==> src/rtl/eth_phy_10g_pkg.sv <==
// Constants shared by the 10G PHY transmit gearbox, encoder and receive block-lock aligner.
package eth_phy_10g_pkg;

  localparam logic [1:0] SYNC_DATA       = 2'b10;
  localparam logic [1:0] SYNC_CTRL       = 2'b01;
  localparam logic [7:0] IDLE_BLOCK_TYPE = 8'h1E;
  localparam logic [5:0] GEARBOX_SEQ_MAX = 6'd32;

endpackage

==> src/rtl/eth_phy_10g_tx_gearbox.sv <==
// 66b-to-64b transmit gearbox: packs 32 blocks into 33 SerDes words, substituting
// an idle control block whenever the source has nothing to offer.
module eth_phy_10g_tx_gearbox
  import eth_phy_10g_pkg::*;
#(
  parameter int unsigned HDR_WIDTH  = 2,
  parameter int unsigned DATA_WIDTH = 64
) (
  input  logic                  clk,
  input  logic                  rst_n,
  input  logic [HDR_WIDTH-1:0]  i_tx_hdr,
  input  logic [DATA_WIDTH-1:0] i_tx_data,
  input  logic                  i_tx_valid,
  output logic                  o_tx_ready,
  output logic [DATA_WIDTH-1:0] o_serdes_tx_data,
  output logic                  o_underflow,
  output logic [5:0]            o_seq
);

  localparam int unsigned BlkW  = HDR_WIDTH + DATA_WIDTH;
  localparam int unsigned WideW = 2 * DATA_WIDTH;

  logic [5:0]            seq_q, seq_d;
  logic [DATA_WIDTH-1:0] left_q, left_d;
  logic [DATA_WIDTH-1:0] word_q, word_d;
  logic                  uf_q, uf_d;

  logic                  consume;
  logic [BlkW-1:0]       blk;
  logic [WideW-1:0]      packed_w;

  assign consume = (seq_q != GEARBOX_SEQ_MAX);

  assign blk = i_tx_valid ? {i_tx_data, i_tx_hdr}
                          : {DATA_WIDTH'(IDLE_BLOCK_TYPE), SYNC_CTRL};

  // Leftover bits above 2*seq are always zero, so an OR places the new block after them.
  // At most 66+62 = 128 bits are live, so the upper truncated bits are always zero.
  assign packed_w = (WideW'(blk) << {seq_q, 1'b0}) | WideW'(left_q);

  always_comb begin
    seq_d  = seq_q;
    left_d = left_q;
    word_d = word_q;
    uf_d   = 1'b0;
    if (consume) begin
      word_d = packed_w[DATA_WIDTH-1:0];
      left_d = packed_w[DATA_WIDTH +: DATA_WIDTH];
      seq_d  = seq_q + 6'd1;
      uf_d   = ~i_tx_valid;
    end else begin
      // Stall: the leftover holds exactly one full word, flush it.
      word_d = left_q;
      left_d = '0;
      seq_d  = '0;
    end
  end

  always_ff @(posedge clk or negedge rst_n) begin
    if (!rst_n) begin
      seq_q  <= '0;
      left_q <= '0;
      word_q <= '0;
      uf_q   <= 1'b0;
    end else begin
      seq_q  <= seq_d;
      left_q <= left_d;
      word_q <= word_d;
      uf_q   <= uf_d;
    end
  end

  assign o_tx_ready       = consume;
  assign o_serdes_tx_data = word_q;
  assign o_underflow      = uf_q;
  assign o_seq            = seq_q;

endmodule

==> config.mk <==
export PLATFORM = sky130hd
export DESIGN_NAME = eth_phy_10g_tx_gearbox
export DESIGN_NICKNAME = d
export VERILOG_FILES = /design/src/rtl/eth_phy_10g_pkg.sv /design/src/rtl/eth_phy_10g_tx_gearbox.sv
export SDC_FILE = /design/constraint.sdc
export NUM_CORES = 1
export LEC_CHECK = 0
export BUFFER_PORTS_ARGS = -buffer_cell sky130_fd_sc_hd__buf_2
export CAP_MARGIN = 20
export CORE_MARGIN = 1
export CORE_UTILIZATION = 58
export CTS_CLUSTER_DIAMETER = 30
export CTS_CLUSTER_SIZE = 25
export DETAILED_ROUTE_END_ITERATION = 8
export HOLD_SLACK_MARGIN = 0.1
export PLACE_DENSITY = 0.81
export SYNTH_ARGS = -nofsm -noshare
export SYNTH_HDL_FRONTEND = slang
export SYNTH_SLANG_ARGS = --single-unit
==> constraint.sdc <==
create_clock -name clk -period 2.55 [get_ports clk]
set_input_delay 0.51 -clock clk [delete_from_list [all_inputs] [get_ports clk]]
set_output_delay 0.51 -clock clk [all_outputs]
set_load 0.005 [all_outputs]
==> summary.txt <==
STA
  • Hold slack: 0.4245 ns
  • Share of the clock period used by the worst path: 99.26%
  • Unrepaired setup endpoints after global routing: no
  • Fin. Hold Viols: 0
  • Pins Over Slew Limit: 0
  • Slew margin rel.: 45.12%
  • Tmin final: 2.531 ns
  • Tightest Pin Transition: 0.8201 ns
  • Sum Neg Setup Slack: 0 ns
  • Fmax: 395.1 MHz
  • Clk_skew: 0.006002 ns
  • Final setup viols: 0

Logic synthesis
  • Commonest cells in the netlist: dfrtp_1 (135), nand2_1 (110), nor2_1 (66)
  • Post-synth top area share: 37.18%
  • Number of flops mapped to enable cells by yosys: 0
  • Ys Warns: 0
  • Post-Syn Nets: 990
  • Netlist cell types: 79
  • Top cell type by total area after synthesis: dfrtp_1
  • Most frequent cell after synthesis: dfrtp_1
  • #FFs+latches synth: 135
  • Main area contributors after synthesis: dfrtp_1 (37%), mux4_2 (5.7%), mux2i_1 (5.3%)
  • Post-synthesis cell count: 919
  • Synth Flop Type: dfrtp_1
  • Mapped Area: 0.009086 mm2
  • Ys async rst share: 100.0%
  • Syn avg cell area: 9.887 um2
  • Sequential share of the synthesized area: 37.18%

Clock tree
  • CTS tree: built
  • Clk buf depth: 2
  • Worst-Skew Late Latency: 0.43 ns
  • Clk slew on worst S/H paths: 0.06 ns
  • H-tree level count: 4
  • Total CTS buffers: 17
  • Clock net sink count: 135
  • Clk root buf: clkbuf_16

Critical path
  • Slowest Stage Delay on Critical Path: 0.56 ns
  • Worst-path maximum fanout: 12
  • CP Capture Type: output port
  • Crit path kind: flip-flop to output port
  • Arrival @ worst endpoint: 2.02 ns
  • R2R cell count: 6
  • R2R setup slack: 0.06 ns
  • Critical path data required time: 2.04 ns
  • Critical Path Source Type: flip-flop
  • Max stage delay cell, worst path: dfrtp_4
  • Cells along the critical path: buf_4, inv_2, ha_4, and3_1, inv_1, buf_2
  • Worst R2R Start: o_seq[0]
  • Buf/Inv on CP: 4
  • RR Endpoint: left_q[50]
  • CP delay by family, top: buffers and inverters

Drt
  • Vias post-DR: 9511
  • Post-DRT Antenna Nets: 0
  • Pre-Repair DR Iteration Count: 7
  • Routed WL per cell: 27.01 um
  • Initial DRC count: 1589
  • Via-to-Cell Ratio: 7.103
  • Residual DRC count: 0
  • WL final: 36160 um

Finish
  • Share of cells above drive strength 1: 33.78%
  • N_diodes: 0
  • Final core occ: 73.15%
  • Final Non-Filler Cells: 1339
  • Area grow syn2layout: 22.85%
  • # nets final: 1186

Placement
  • Routability congestion estimate: 1.055
  • IO buf count: 140
  • DP Cell Count: 1301
  • DPL Wire Length: 26900 um

Floorplanning
  • Die area: 0.01617 mm2
  • Initial Utilization: 59.55%
  • # IOs: 141
  • DIE WIDTH: 127.2 um
  • Core area: 0.01526 mm2
  • FP Rows: 45
  • Die Ht: 127.2 um

Worst hold path
  • Worst hold endpoint: o_serdes_tx_data[5]
  • Hold_sp: left_q[5]
  • Worst Hold Class: flip-flop to flip-flop
  • Hold path cells: 1

Power and ir drop
  • VDD IR max: 0.4768 mV
  • Leak: 5.128 nW
  • Pwr Density: 495.6 mW/mm2
  • Design Power: 5.531 mW

Status
  • Status: finished clean

Global routing
  • Pin count of the biggest net entering global routing: 58
  • First-pass GRT wire length: 54090 um
  • Vias in the first global route: 8711
  • Initial antenna violation count: 0
  • GRT Total Usage: 45.48%
  • Overflow after GRT: 0

Flow run
  • Max_cap viols: 0
[report_power, final]
part | switching [mW] | internal, mW | total, mW
registers | 0.0193 | 2.22 | 2.24
logic | 0.430 | 0.295 | 0.724
clock network | 1.02 | 1.55 | 2.57
total | 1.47 | 4.07 | 5.53
[placed cells by master, fill, tap and decap left out, types with 23 or more instances in the layout]
| master | count |
|---|---|
| a21oi_1 | 33 |
| a221o_1 | 25 |
| buf_4 | 106 |
| nand2_1 | 110 |
| mux2i_1 | 47 |
| o21ai_0 | 52 |
| mux2_2 | 31 |
| a22oi_1 | 36 |
| buf_2 | 139 |
| nor2_1 | 64 |
| o221ai_1 | 28 |
| dfrtp_1 | 132 |
| mux4_2 | 23 |
[layout make-up]
type,count,area (um2)
clock buffer,19,432.9
multi-input combinational,690,5186
sequential,135,3385
timing repair buffer,255,1664
clock inverter,13,170.2
tap,211,264.0
inverter,16,60.06
fill,1124,4096
[through the flow]
stage	setup WS (ns)	area (um2)
after CTS	0.06399	11120
after global routing	0.004911	11160
after floorplan	0.4030	9086
after global placement	0.01986	10480
final	0.01897	11160
after detailed placement	0.03112	10490
[sequential cells by signal, indices dropped and copies added, names as in the netlist]
register / count
left_q: 64
o_underflow: 1
o_serdes_tx_data: 64
o_seq: 6
[cell families after synthesis]
kind of cell | Yosys count | share of synthesized area, %
mux | 117 | 17.98
fa+ha+maj | 2 | 0.2754
compound gates | 321 | 26.26
buf+inv | 94 | 6.032
simple gates | 246 | 11.88
xor+xnor | 4 | 0.3856
flops | 135 | 37.18
[metal layers]
layer	global-route usage, %	vias to the layer above	routed length, um
li1	-	3926	-
met1	64.39	4460	14150
met2	64.67	946	15050
met3	12.69	179	5112
met4	20.73	0	1851
met5	0	-	0
[worst max-delay path by stage]
stage               start                   end  slack (ns)  cells after the start
5_1_grt          o_seq[0]  o_serdes_tx_data[53]       0.005                      7
3_3_place_gp   i_tx_valid            left_q[30]        0.02                      6
6_report         o_seq[0]            o_tx_ready        0.02                      6
3_5_place_dp     o_seq[0]             left_q[5]        0.03                      7
4_1_cts          o_seq[0]            o_tx_ready        0.06                      6
2_1_floorplan    o_seq[1]            left_q[42]        0.40                      9
[timing repair]
action	4_1_cts	5_1_grt
gates resized for setup	2	3
endpoints found under the setup margin	1	10
hold endpoints to repair	47	0
pin swaps	0	1
setup buffers	1	4
hold buffers	1	0
Note: power is estimated with default switching activity, not from simulation.
